`src/rtl/invaders_game_logic_if.sv`:
```
// Frame-tick, button and sprite-grid bundle between the game engine
// and its timing/input source and renderer.
interface invaders_game_logic_if;
  logic        i_frame_tick;
  logic        i_left;
  logic        i_right;
  logic        i_fire;
  logic [19:0] o_invaders_array;
  logic [3:0]  o_invaders_line;
  logic [4:0]  o_ship_x;
  logic [4:0]  o_bullet_x;
  logic [3:0]  o_bullet_y;
  logic [1:0]  o_gameplay;

  modport master (
    output i_frame_tick, i_left, i_right, i_fire,
    input  o_invaders_array, o_invaders_line,
    input  o_ship_x, o_bullet_x, o_bullet_y, o_gameplay
  );

  modport slave (
    input  i_frame_tick, i_left, i_right, i_fire,
    output o_invaders_array, o_invaders_line,
    output o_ship_x, o_bullet_x, o_bullet_y, o_gameplay
  );
endinterface

```
`src/rtl/invaders_game_logic.sv`:
```
// Space Invaders game-state engine, one update per frame tick.
// Define AUTO_RESTART_EN to let fire restart a finished game.
module invaders_game_logic #(
  parameter int INVADER_PERIOD = 30,
  parameter int BULLET_PERIOD  = 4,
  parameter int SHIP_PERIOD    = 6
) (
  input logic i_clk,
  input logic i_reset,
  invaders_game_logic_if.slave bus
);

  typedef enum logic [1:0] {
    PLAYING   = 2'b00,
    YOU_WIN   = 2'b01,
    GAME_OVER = 2'b10
  } gp_t;

  localparam int IW = $clog2(INVADER_PERIOD + 1);
  localparam int BW = $clog2(BULLET_PERIOD + 1);
  localparam int SW = $clog2(SHIP_PERIOD + 1);
  localparam logic [IW-1:0] ILAST = IW'(INVADER_PERIOD - 1);
  localparam logic [BW-1:0] BLAST = BW'(BULLET_PERIOD - 1);
  localparam logic [SW-1:0] SLAST = SW'(SHIP_PERIOD - 1);

  logic [19:0]   arr, n_arr;
  logic [3:0]    line, n_line;
  logic          dir, n_dir;
  logic [4:0]    ship, n_ship;
  logic [4:0]    bx, n_bx;
  logic [3:0]    by, n_by;
  gp_t           state, n_state;
  logic [IW-1:0] icnt, n_icnt;
  logic [BW-1:0] bcnt, n_bcnt;
  logic [SW-1:0] scnt, n_scnt;

  logic upd;
  logic restart;
  logic i_ev, b_ev, s_ev;

  assign upd  = bus.i_frame_tick && (state == PLAYING);
  assign i_ev = (icnt == ILAST);
  assign b_ev = (bcnt == BLAST);
  assign s_ev = (scnt == SLAST);

`ifdef AUTO_RESTART_EN
  assign restart = bus.i_frame_tick && bus.i_fire
                && (state != PLAYING);
`else
  assign restart = 1'b0;
`endif

  always_comb begin
    n_arr   = arr;
    n_line  = line;
    n_dir   = dir;
    n_ship  = ship;
    n_bx    = bx;
    n_by    = by;
    n_state = state;
    n_icnt  = i_ev ? '0 : icnt + 1'b1;
    n_bcnt  = b_ev ? '0 : bcnt + 1'b1;
    n_scnt  = s_ev ? '0 : scnt + 1'b1;

    // Launch and advance are exclusive: idle bullets only launch.
    if (by == 4'd15) begin
      if (b_ev && bus.i_fire) begin
        n_bx = ship;
        n_by = 4'd12;
      end
    end else if (b_ev) begin
      if (by == line && arr[bx]) begin
        n_arr[bx] = 1'b0;
        n_by      = 4'd15;
      end else if (by == 4'd0) begin
        n_by = 4'd15;
      end else begin
        n_by = by - 4'd1;
      end
    end

    if (i_ev && n_arr != '0) begin
      if (dir && n_arr[19]) begin
        n_line = line + 4'd1;
        n_dir  = 1'b0;
      end else if (!dir && n_arr[0]) begin
        n_line = line + 4'd1;
        n_dir  = 1'b1;
      end else if (dir) begin
        n_arr = n_arr << 1;
      end else begin
        n_arr = n_arr >> 1;
      end
    end

    if (s_ev) begin
      case ({bus.i_left, bus.i_right})
        2'b10:   n_ship = (ship == 5'd0) ? ship : ship - 5'd1;
        2'b01:   n_ship = (ship == 5'd19) ? ship : ship + 5'd1;
        default: n_ship = ship;
      endcase
    end

    if (n_arr == '0)
      n_state = YOU_WIN;
    else if (n_line >= 4'd13)
      n_state = GAME_OVER;
  end

  always_ff @(posedge i_clk) begin
    if (!i_reset || restart) begin
      arr   <= 20'h07FE0;
      line  <= 4'd1;
      dir   <= 1'b1;
      ship  <= 5'd9;
      bx    <= 5'd0;
      by    <= 4'd15;
      state <= PLAYING;
      icnt  <= '0;
      bcnt  <= '0;
      scnt  <= '0;
    end else if (upd) begin
      arr   <= n_arr;
      line  <= n_line;
      dir   <= n_dir;
      ship  <= n_ship;
      bx    <= n_bx;
      by    <= n_by;
      state <= n_state;
      icnt  <= n_icnt;
      bcnt  <= n_bcnt;
      scnt  <= n_scnt;
    end
  end

  assign bus.o_invaders_array = arr;
  assign bus.o_invaders_line  = line;
  assign bus.o_ship_x         = ship;
  assign bus.o_bullet_x       = bx;
  assign bus.o_bullet_y       = by;
  assign bus.o_gameplay       = state;

endmodule

```
`src/flat_wrapper.sv`:
```
// flat-port wrapper written by rule: the top's interface ports become plain ports
module invaders_game_logic_flat 
#(
  parameter int INVADER_PERIOD = 30,
  parameter int BULLET_PERIOD  = 4,
  parameter int SHIP_PERIOD    = 6
)
  (i_clk, i_reset, bus_i_frame_tick, bus_i_left, bus_i_right, bus_i_fire, bus_o_invaders_array, bus_o_invaders_line, bus_o_ship_x, bus_o_bullet_x, bus_o_bullet_y, bus_o_gameplay);
  invaders_game_logic_if bus_i ();
  input logic i_clk;
  input logic i_reset;
  input wire logic [$bits(bus_i.i_frame_tick)-1:0] bus_i_frame_tick;
  input wire logic [$bits(bus_i.i_left)-1:0] bus_i_left;
  input wire logic [$bits(bus_i.i_right)-1:0] bus_i_right;
  input wire logic [$bits(bus_i.i_fire)-1:0] bus_i_fire;
  output wire logic [$bits(bus_i.o_invaders_array)-1:0] bus_o_invaders_array;
  output wire logic [$bits(bus_i.o_invaders_line)-1:0] bus_o_invaders_line;
  output wire logic [$bits(bus_i.o_ship_x)-1:0] bus_o_ship_x;
  output wire logic [$bits(bus_i.o_bullet_x)-1:0] bus_o_bullet_x;
  output wire logic [$bits(bus_i.o_bullet_y)-1:0] bus_o_bullet_y;
  output wire logic [$bits(bus_i.o_gameplay)-1:0] bus_o_gameplay;
  assign bus_i.i_frame_tick = bus_i_frame_tick;
  assign bus_i.i_left = bus_i_left;
  assign bus_i.i_right = bus_i_right;
  assign bus_i.i_fire = bus_i_fire;
  assign bus_o_invaders_array = bus_i.o_invaders_array;
  assign bus_o_invaders_line = bus_i.o_invaders_line;
  assign bus_o_ship_x = bus_i.o_ship_x;
  assign bus_o_bullet_x = bus_i.o_bullet_x;
  assign bus_o_bullet_y = bus_i.o_bullet_y;
  assign bus_o_gameplay = bus_i.o_gameplay;
  invaders_game_logic #(.INVADER_PERIOD(INVADER_PERIOD), .BULLET_PERIOD(BULLET_PERIOD), .SHIP_PERIOD(SHIP_PERIOD)) u_core (.i_clk(i_clk), .i_reset(i_reset), .bus(bus_i));
endmodule
```
`config.mk`:
```
export PLATFORM = sky130hd
export DESIGN_NAME = invaders_game_logic_flat
export DESIGN_NICKNAME = d
export VERILOG_FILES = /design/src/rtl/invaders_game_logic_if.sv /design/src/rtl/invaders_game_logic.sv /design/src/flat_wrapper.sv
export SDC_FILE = /design/constraint.sdc
export NUM_CORES = 1
export LEC_CHECK = 0
export BUFFER_PORTS_ARGS = -buffer_cell sky130_fd_sc_hd__buf_2
export CORE_ASPECT_RATIO = 1.5
export CORE_UTILIZATION = 53
export CTS_CLUSTER_SIZE = 28
export DETAILED_ROUTE_END_ITERATION = 10
export GPL_TIMING_DRIVEN = 0
export PLACE_DENSITY = 0.81
export SYNTH_ARGS = -nofsm -noshare
export SYNTH_HDL_FRONTEND = slang
export SYNTH_SLANG_ARGS = --single-unit
export TNS_END_PERCENT = 10
```
`constraint.sdc`:
```
create_clock -name i_clk -period 3 [get_ports i_clk]
set_clock_uncertainty 0.15 [all_clocks]
set_input_delay 0.15 -clock i_clk [delete_from_list [all_inputs] [get_ports i_clk]]
set_output_delay 0.15 -clock i_clk [all_outputs]
set_load 0.02 [all_outputs]
```
==> impl_metrics.csv, run 1 <==
group,metric,value,unit
run_status,outcome,"finished, violations left",
run_status,violations,"negative setup slack",
place,gp_congestion,0.9724,
pwr,power_density,289.7,mW/mm2
final_layout,final_cell_mix,"nor2_1, buf_2, dfxtp_1",
clocking,clk_pin_slew,100,ps
drt,wirelength,12.10,mm
final_layout,drive_gt1_frac,0.3129,
clocking,root_buffer,"clkbuf_8",
pwr,leakage,1.725,nW
place,dp.cells,546,
drt,antenna_left,0,
timing,max_clock_freq,0.3014,GHz
logic_synthesis,synth_top_area_share,0.2999,
drt,via_count,3858,
timing,fin_setup_tns,-5581,ps
floorplan,die_w,68.08,um
critical_path,required,3010,ps
final_layout,utilization,0.7213,
final_layout,nNetsFinal,523,
place,dp_hpwl,7.937,mm
critical_path,end_kind,"flop",
grt,grt_pass1_vias,3729,
run,drv_cap,0,
pwr,clkPwrFrac,0.375,
pwr,vdd_ir_drop_max,0.3186,mV
pwr,swShare,0.2450,
logic_synthesis,yosys-top-cells-area,"dfxtp_1, mux2i_1, nor2_1",
pwr,p_int,0.9812,mW
floorplan,die_area,0.006883,mm2
logic_synthesis,syn_nets,447,
grt,grt_pass1_wl,18.93,mm
pwr,p_sw,0.3183,mW
floorplan,io_pins,46,
logic_synthesis,synth_area_leader_cell,"dfxtp_1",
pwr,p_comb_frac,0.081,
timing,worst_slew_pin_slew,750.3,ps
drt,route.detailed.drc,0,
drt,dr.pass1.iters,7,
critical_path,timing_worst_setup_path_type,"reg -> reg",
logic_synthesis,async_flop_share,0,
floorplan,die_h,101.1,um
clocking,clockBufferDepth,2,
final_layout,mostFrequentLayoutCell,"nor2_1",
timing,fin_crit_sh,1.106,
logic_synthesis,avgSynthCellArea,8.109,um2
critical_path,startpoint,"u_core.bus.o_bullet_x[1]",
timing,max_slew_margin,0.4955,
place,portBuffers,44,
hold_path,hold_path.class,"in -> reg",
critical_path,regToRegStartpoint,"u_core.bus.o_bullet_x[1]",
grt,grt.total_usage,0.3699,
clocking,insertion_delay,310,ps
pwr,p_seq_frac,0.544,
logic_synthesis,ys_seq_elements,52,
timing,final_max_slew_viol_count,0,
hold_path,worstHoldStart,"i_reset",
critical_path,worstPathArrival,3330,ps
final_layout,diodes,0,
logic_synthesis,synth_cell_types,70,
logic_synthesis,postSynthCellCount,428,
critical_path,critPathMaxFanout,10,
timing,finalWorstSetupSlack,-317.5,ps
final_layout,area_delta_synth_final,29.24,%
drt,vias_per_cell,6.663,
timing,grt_setup_unrepaired,"yes",
logic_synthesis,synth-edff-count,0,
critical_path,start_kind,"flop",
clocking,cts_buffers,5,
timing,final_hold_viol_count,0,
grt,grt_start_max_net_pins,16,
grt,antenna_found_initial,0,
clocking,htreeDepth,2,
clocking,cts_tree,"yes",
logic_synthesis,yosysSeqAreaShare,0.2999,
timing,period_minus_slack,3318,ps
floorplan,fp.coreArea,0.006218,mm2
final_layout,stdcell_count,579,
final_layout,nFillCells,471,
grt,overflow,0,
drt,post_drt_wl_per_cell,20.89,um
logic_synthesis,yosys_warnings,0,
logic_synthesis,syn_area,0.003471,mm2
logic_synthesis,synth_ff_type,"dfxtp_1",
timing,setup_viol_count_final,27,
floorplan,num_rows,35,
drt,drt_iter0_drc,514,
floorplan,start_util,0.5581,
clocking,clock-sinks,52,
## sequential cells by signal, indices dropped and copies added (netlist names)
name,cells
u_core.dir,1
u_core.bus.o_gameplay,2
u_core.bus.o_bullet_y,4
u_core.bus.o_invaders_line,4
u_core.scnt,3
u_core.bus.o_invaders_array,20
u_core.bus.o_ship_x,5
u_core.bcnt,3
u_core.bus.o_bullet_x,5
u_core.icnt,5
## synthesized netlist by cell type (9+ instances only)
master / n
a21oi_1: 30
clkbuf_1: 17
dfxtp_1: 52
ha_1: 12
inv_1: 11
mux2i_1: 23
nand2_1: 26
nand3_1: 19
nor2_1: 60
o21ai_0: 13
o221ai_1: 9
xor2_1: 9
## worst max-delay path, stage by stage (launching register included)
cell       delay [ps]
dfxtp_1           330
buf_4             180
buf_6             200
mux2i_2           400
a2bb2oi_2         140
a31oi_4           270
nand3_2           190
o2111ai_2         240
and4bb_4          310
a21boi_4          310
buf_8             170
a2bb2oi_2         150
o211ai_1          110
## cell type report
| type | instances | area (um2) | area share |
|---|---|---|---|
| clock buffers | 6 | 72.57 | 0.01618 |
| multi-input cells | 338 | 2599 | 0.5794 |
| clock inverters | 2 | 35.03 | 0.007810 |
| flip-flops and latches | 52 | 1071 | 0.2388 |
| well taps | 74 | 92.59 | 0.02064 |
| plain buffers | 26 | 165.2 | 0.03682 |
| repair buffers | 68 | 401.6 | 0.08954 |
| inverters | 13 | 48.80 | 0.01088 |
## kinds of logic after synthesis
kind of cell | count (synthesis) | synth area share
adders and majority gates | 13 | 0.04903
muxes | 25 | 0.07606
xor gates and xnor gates | 17 | 0.04290
buffers and inverters | 39 | 0.04614
AOI/OAI and AO/OA | 118 | 0.2480
and+or+nand+nor | 164 | 0.2379
DFF | 52 | 0.2999
## power groups by stage
stage | clock network, mW | logic [mW] | registers, mW
floorplan | 0 | 0.0666 | 0.726
global placement | 0 | 0.0922 | 0.726
detailed placement | 0 | 0.0954 | 0.727
CTS | 0.492 | 0.101 | 0.707
global route | 0.518 | 0.116 | 0.708
finish | 0.488 | 0.105 | 0.706
## metrics by stage
step / cell area (um2) / hold slack (ps) / setup slack, ps / power, mW
global route: 4486 / 108.2 / -351.9 / 1.341
CTS: 4293 / 64.15 / -152.4 / 1.300
floorplan: 3523 / 270.2 / -2.088 / 0.7931
detailed placement: 3836 / 288.6 / -500.9 / 0.8222
finish: 4486 / 91.35 / -317.5 / 1.299
global placement: 3836 / 279.4 / -552.7 / 0.8182
## worst paths after layout
check	cells after the start	slack (ps)	endpoint
worst max register to register	12	-320	u_core.bus.o_invaders_array[9]
worst max-delay path	12	-320	u_core.bus.o_invaders_array[9]
worst min-delay path	3	90	u_core.bus.o_invaders_line[2]
worst min register to register	2	320	u_core.bcnt[1]
## routing by layer
layer	vias to the layer above	routed length (um)	part of all wire	track usage
met5	-	0	0	0
met1	1815	4518	0.37	0.3960
li1	1739	-	-	-
met3	74	842	0.070	0.1301
met2	230	6076	0.50	0.5754
met4	0	658	0.054	0.2885
## timing repair
action / 4_1_cts / 5_1_grt
gates resized for setup: 52 / 34
setup endpoints to repair: 27 / 27
hold buffers: 0 / 0
pin swaps: 28 / 13
gates cloned: 3 / 0
buffers inserted: 13 / 10
Power figures use the tool's default switching activity.
==> inputs of run 2 (changes only) <==
--- a/config.mk
+++ b/config.mk
@@ -11,6 +11,7 @@
 export CTS_CLUSTER_SIZE = 28
 export DETAILED_ROUTE_END_ITERATION = 10
 export GPL_TIMING_DRIVEN = 0
+export HOLD_SLACK_MARGIN = 0.12
 export PLACE_DENSITY = 0.81
 export SYNTH_ARGS = -nofsm -noshare
 export SYNTH_HDL_FRONTEND = slang
==> constraint.sdc (replaced) <==
create_clock -name i_clk -period 3 [get_ports i_clk]
set_clock_uncertainty 0.15 [all_clocks]
set_input_delay 0.15 -clock i_clk [delete_from_list [all_inputs] [get_ports i_clk]]
set_output_delay 0.15 -clock i_clk [all_outputs]
set_load 0.1 [all_outputs]
==> impl_metrics.csv, run 2 (synthesized netlist as in run 1, its figures left out) <==
group,metric,value,unit
clocking,insertion_delay,310,ps
clocking,clockBufferDepth,2,
timing,max_slew_margin,0.4838,
critical_path,r2r_slack,-160,ps
pwr,swShare,0.2591,
final_layout,diodes,0,
timing,fin_setup_tns,-2055,ps
clocking,cts_tree,"yes",
clocking,htreeDepth,2,
floorplan,start_util,0.5581,
timing,grt_setup_unrepaired,"yes",
drt,antenna_left,0,
grt,antenna_found_initial,0,
floorplan,die_h,101.1,um
critical_path,end_kind,"flop",
timing,setup_viol_count_final,24,
pwr,clkPwrFrac,0.379,
drt,vias_per_cell,6.670,
critical_path,timing_worst_setup_path_type,"reg -> reg",
pwr,p_int,0.9756,mW
final_layout,regArea,0.001112,mm2
grt,grt_pass1_wl,18.02,mm
floorplan,fp.coreArea,0.006218,mm2
pwr,leakage,1.702,nW
critical_path,crit_family,"compound AO/OA/AOI/OAI gates",
critical_path,regToRegStartpoint,"u_core.bus.o_bullet_y[1]",
timing,period_minus_slack,3161,ps
pwr,p_seq_frac,0.533,
drt,dr_wl_met2,5.929,mm
place,portBuffers,44,
floorplan,io_pins,46,
pwr,power_density,291.0,mW/mm2
final_layout,largest_reg_flops,20,
timing,max_clock_freq,0.3163,GHz
critical_path,reg2reg_to,"u_core.bus.o_invaders_array[9]",
place,gp_congestion,1.010,
hold_path,worstHoldEndpoint,"u_core.bus.o_gameplay[0]",
timing,final_max_slew_viol_count,0,
final_layout,mostFrequentLayoutCell,"nor2_1",
critical_path,worst_path_largest_cell_delay,400,ps
drt,top_layer_used,"met4",
critical_path,slowest_stage,"or3_4",
floorplan,num_rows,35,
clocking,root_buffer,"clkbuf_8",
hold_path,hold_path.class,"in -> reg",
final_layout,utilization,0.7276,
drt,route.detailed.drc,0,
critical_path,start_kind,"flop",
hold_path,worstHoldStart,"bus_i_frame_tick",
clocking,cts_buffers,5,
final_layout,multi_input_area,0.002626,mm2
hold_path,holdPathStages,3,
grt,overflow,0,
timing,finalWorstSetupSlack,-161.3,ps
final_layout,drive_gt1_frac,0.3433,
critical_path,r2r_cells,11,
grt,grt.total_usage,0.3463,
pwr,p_sw,0.3411,mW
timing,worst_slew_pin_slew,772.7,ps
floorplan,die_area,0.006883,mm2
run,drv_cap,0,
critical_path,crit_buf_inv,2,
critical_path,worstPathArrival,3170,ps
critical_path,cpMostUsedCell,"buf_6",
final_layout,final_cell_mix,"nor2_1, buf_2, a21oi_1",
critical_path,worstPathCellList,"ha_4 > and3_4 > or3_4 > o211a_1 > buf_6 > o311a_4 > a211oi_2 > a21boi_4 > buf_6 > a2bb2oi_2 > o211ai_1",
grt,grt_start_max_net_pins,17,
clocking,clock-sinks,52,
pwr,vdd_ir_drop_max,0.2904,mV
final_layout,nFillCells,501,
run_status,outcome,"finished, violations left",
drt,post_drt_wl_per_cell,20.33,um
pwr,p_comb_frac,0.089,
drt,met3_wirelength,740,um
final_layout,area_delta_synth_final,30.35,%
pwr,p_total,1.317,mW
run_status,violations,"negative setup slack",
timing,worst_hold_slack,134.1,ps
clocking,clk_pin_slew,110,ps
grt,grt_pass1_vias,3450,
drt,via_count,3835,
place,dp_hpwl,7.956,mm
drt,routedLengthMet1,4.419,mm
timing,final_hold_viol_count,0,
timing,fin_crit_sh,1.054,
critical_path,required,3010,ps
floorplan,die_w,68.08,um
final_layout,nNetsFinal,519,
drt,drt_iter0_drc,320,
drt,dr.pass1.iters,5,
place,dp_slack,-558.7,ps
drt,wirelength,11.69,mm
critical_path,critPathMaxFanout,9,
-- run 2: cell types whose count changed in the layout (fill, tap and decap cells not counted), sizes merged --
| cell | previous run | this run |
|---|---|---|
| a21boi | 3 | 4 |
| buf | 78 | 71 |
| dlygate4sd3 | 0 | 1 |
| clkinvlp | 0 | 1 |
-- run 2: worst min-delay path, cell delays in order --
cell     delay, ps
buf_2          110
nor3b_1        130
o21a_1         160
-- run 2: power by group through the flow --
stage                     logic (mW)  registers, mW  clock network (mW)
after floorplan               0.0669          0.731                   0
after global placement         0.106          0.716                   0
after detailed placement       0.109          0.717                   0
after CTS                      0.112          0.701               0.496
after global routing           0.128          0.703               0.520
final                          0.117          0.701               0.499
-- run 2: stage by stage --
stage | cell area (um2) | cells
floorplan | 3600 | 428
global placement | 3913 | 546
detailed placement | 3913 | 546
CTS | 4290 | 566
global route | 4524 | 575
finish | 4524 | 575
-- run 2: worst max-delay path by stage --
stage	from	end	slack [ps]	cells past startpoint
floorplan	u_core.bus.o_invaders_line[3]	u_core.bus.o_invaders_array[19]	-130	10
global placement	u_core.bus.o_bullet_x[2]	u_core.bus.o_invaders_array[11]	-530	12
detailed placement	u_core.bus.o_bullet_y[0]	u_core.bus.o_invaders_array[7]	-560	12
CTS	u_core.bus.o_bullet_y[0]	u_core.bus.o_invaders_array[19]	-170	10
global route	u_core.bus.o_invaders_line[3]	u_core.bus.o_invaders_array[19]	-220	10
finish	u_core.bus.o_bullet_y[1]	u_core.bus.o_invaders_array[9]	-160	11
-- run 2: layout make-up --
cell class / count / area share
multi-input combinational: 339 / 0.5805
sequential: 52 / 0.2459
buffer: 23 / 0.03125
inverter: 13 / 0.01079
clock buffer: 5 / 0.01521
tap: 74 / 0.02046
timing repair buffer: 66 / 0.08656
clock inverter: 3 / 0.009403
-- run 2: layer usage --
layer  global-route usage  vias to the layer above
met5                    0                        -
met4               0.1715                        0
met3              0.04751                       48
met2               0.5920                      228
met1               0.4095                     1822
li1                     -                     1737
-- run 2: repair_timing --
action                     CTS  global route
hold buffers                 1             0
pin swaps                   14            21
hold endpoints to repair     1             0
setup endpoints to repair   27            27
gates resized for setup     35            37
buffers inserted             9            12
gates cloned                 2             0
==> inputs of run 3 (changes only) <==
--- a/config.mk
+++ b/config.mk
@@ -7,10 +7,10 @@
 export LEC_CHECK = 0
 export BUFFER_PORTS_ARGS = -buffer_cell sky130_fd_sc_hd__buf_2
 export CORE_ASPECT_RATIO = 1.5
+export CORE_MARGIN = 2
 export CORE_UTILIZATION = 53
 export CTS_CLUSTER_SIZE = 28
 export DETAILED_ROUTE_END_ITERATION = 10
-export GPL_TIMING_DRIVEN = 0
 export HOLD_SLACK_MARGIN = 0.12
 export PLACE_DENSITY = 0.81
 export SYNTH_ARGS = -nofsm -noshare
==> impl_metrics.csv, run 3 (synthesized netlist as in run 1, its figures left out) <==
group,metric,value,unit
run_status,outcome,"finished, violations left",
run_status,violations,"negative setup slack",
clocking,clock-sinks,52,
final_layout,nFillCells,511,
drt,wirelength,11.10,mm
grt,grt_use_met2,0.5414,
floorplan,start_util,0.5426,
hold_path,hold_path.class,"in -> reg",
timing,finalWorstSetupSlack,-103.3,ps
place,portBuffers,45,
clocking,cts_tree,"yes",
final_layout,mostFrequentLayoutCell,"nor2_1",
timing,max_slew_margin,0.6095,
grt,grt.busiest_layer,"met2",
critical_path,critPathMaxFanout,6,
clocking,clockBufferDepth,2,
timing,final_max_slew_viol_count,0,
floorplan,num_rows,36,
timing,setup_viol_count_final,22,
timing,period_minus_slack,3103,ps
run,drv_cap,0,
timing,max_clock_freq,0.3222,GHz
grt,grt_pass1_wl,17.73,mm
critical_path,worstPathArrival,3180,ps
clocking,insertion_delay,320,ps
timing,worst_slew_pin_slew,579.7,ps
timing,final_hold_viol_count,0,
critical_path,required,3080,ps
floorplan,die_area,0.007225,mm2
drt,dr.pass1.iters,5,
pwr,vdd_ir_drop_max,0.3880,mV
drt,drt_iter0_drc,317,
drt,antenna_left,0,
clocking,cts_buffers,5,
place,dp.cells,584,
timing,fin_crit_sh,1.034,
pwr,power_density,270.7,mW/mm2
final_layout,final_cell_mix,"nor2_1, buf_4, buf_2",
floorplan,fp.coreArea,0.006396,mm2
timing,fin_setup_tns,-1102,ps
grt,grt.total_usage,0.3098,
floorplan,die_w,70.08,um
grt,grt_start_max_net_pins,27,
drt,via_count,3752,
final_layout,stdcell_count,596,
final_layout,nNetsFinal,539,
grt,grt_pass1_vias,3639,
place,gp_congestion,1.058,
timing,grt_setup_unrepaired,"yes",
drt,post_drt_wl_per_cell,18.62,um
pwr,leakage,1.770,nW
clocking,root_buffer,"clkbuf_8",
final_layout,diodes,0,
final_layout,drive_gt1_frac,0.3538,
grt,antenna_found_initial,0,
floorplan,io_pins,46,
floorplan,die_h,103.1,um
final_layout,largest_reg_flops,20,
critical_path,start_kind,"flop",
drt,vias_per_cell,6.295,
grt,grt_use_met3,0.05474,
drt,route.detailed.drc,0,
critical_path,timing_worst_setup_path_type,"reg -> reg",
critical_path,end_kind,"flop",
grt,use_met1,0.3398,
grt,overflow,0,
clocking,clk_pin_slew,100,ps
final_layout,area_delta_synth_final,29.24,%
place,dp_hpwl,8.383,mm
clocking,htreeDepth,2,
run 3: changes by cell type in the layout (fill, tap and decap cells not counted), moves of 3 or more:
cell,change
a21oi_2,+3
a21oi_4,-3
buf_4,+37
clkbuf_1,-13
clkbuf_2,-4
nand2_2,-3
o21ai_0,+3
run 3: worst paths after layout:
check | start | to | slack, ps | cells past startpoint
setup / recovery | u_core.bus.o_invaders_line[3] | u_core.bus.o_invaders_array[19] | -100 | 9
hold / removal | bus_i_left | u_core.bus.o_ship_x[3] | 190 | 5
setup reg to reg | u_core.bus.o_invaders_line[3] | u_core.bus.o_invaders_array[19] | -100 | 9
hold reg to reg | u_core.bcnt[2] | u_core.bcnt[2] | 310 | 2
run 3: worst max-delay path: stages (launching register included):
cell	delay, ps
dfxtp_4	350
xor2_1	170
or4_4	580
or4_4	530
a21oi_2	140
o211ai_1	100
and4bb_4	470
nand2_4	90
a21bo_1	190
a221oi_2	230
run 3: per-layer routing:
metal,up-vias,routed length [um]
met5,-,0
met4,0,615
met3,49,627
met2,168,5637
met1,1766,4215
li1,1769,-
run 3: area by class of cell:
type                       count  area [um2]  share of cell area
clock inverter                 2       12.51            0.002789
sequential                    52        1112              0.2480
clock buffer                   5       68.82             0.01534
inverter                      13       48.80             0.01088
tap                           76       95.09             0.02120
timing repair buffer         110       750.7              0.1674
multi-input combinational    338        2397              0.5344
run 3: stage by stage:
stage	power (mW)	utilization	instance area [um2]	hold WS, ps	setup WS, ps
floorplan	0.7975	-	3600	270.2	-130.4
global placement	0.8231	0.6694	4282	277.8	-123.5
detailed placement	0.8272	0.6694	4282	299.2	-166.7
CTS	1.217	0.6948	4444	194.7	-84.43
global route	1.251	0.7013	4486	239.2	-229.5
finish	1.214	0.7013	4486	191.4	-103.3
run 3: repair_timing:
action	in CTS	in global routing
setup endpoints to repair	27	27
pin swaps	5	4
hold endpoints to repair	10	0
buffers inserted	2	0
hold buffers	2	0
gates cloned	1	0
gates resized for setup	8	8
run 3: report_power, final:
group | switching [mW] | internal, mW | leakage (nW)
clock network | 0.241 | 0.159 | 0.0400
registers | 0.0120 | 0.689 | 0.427
logic | 0.0715 | 0.0414 | 1.30
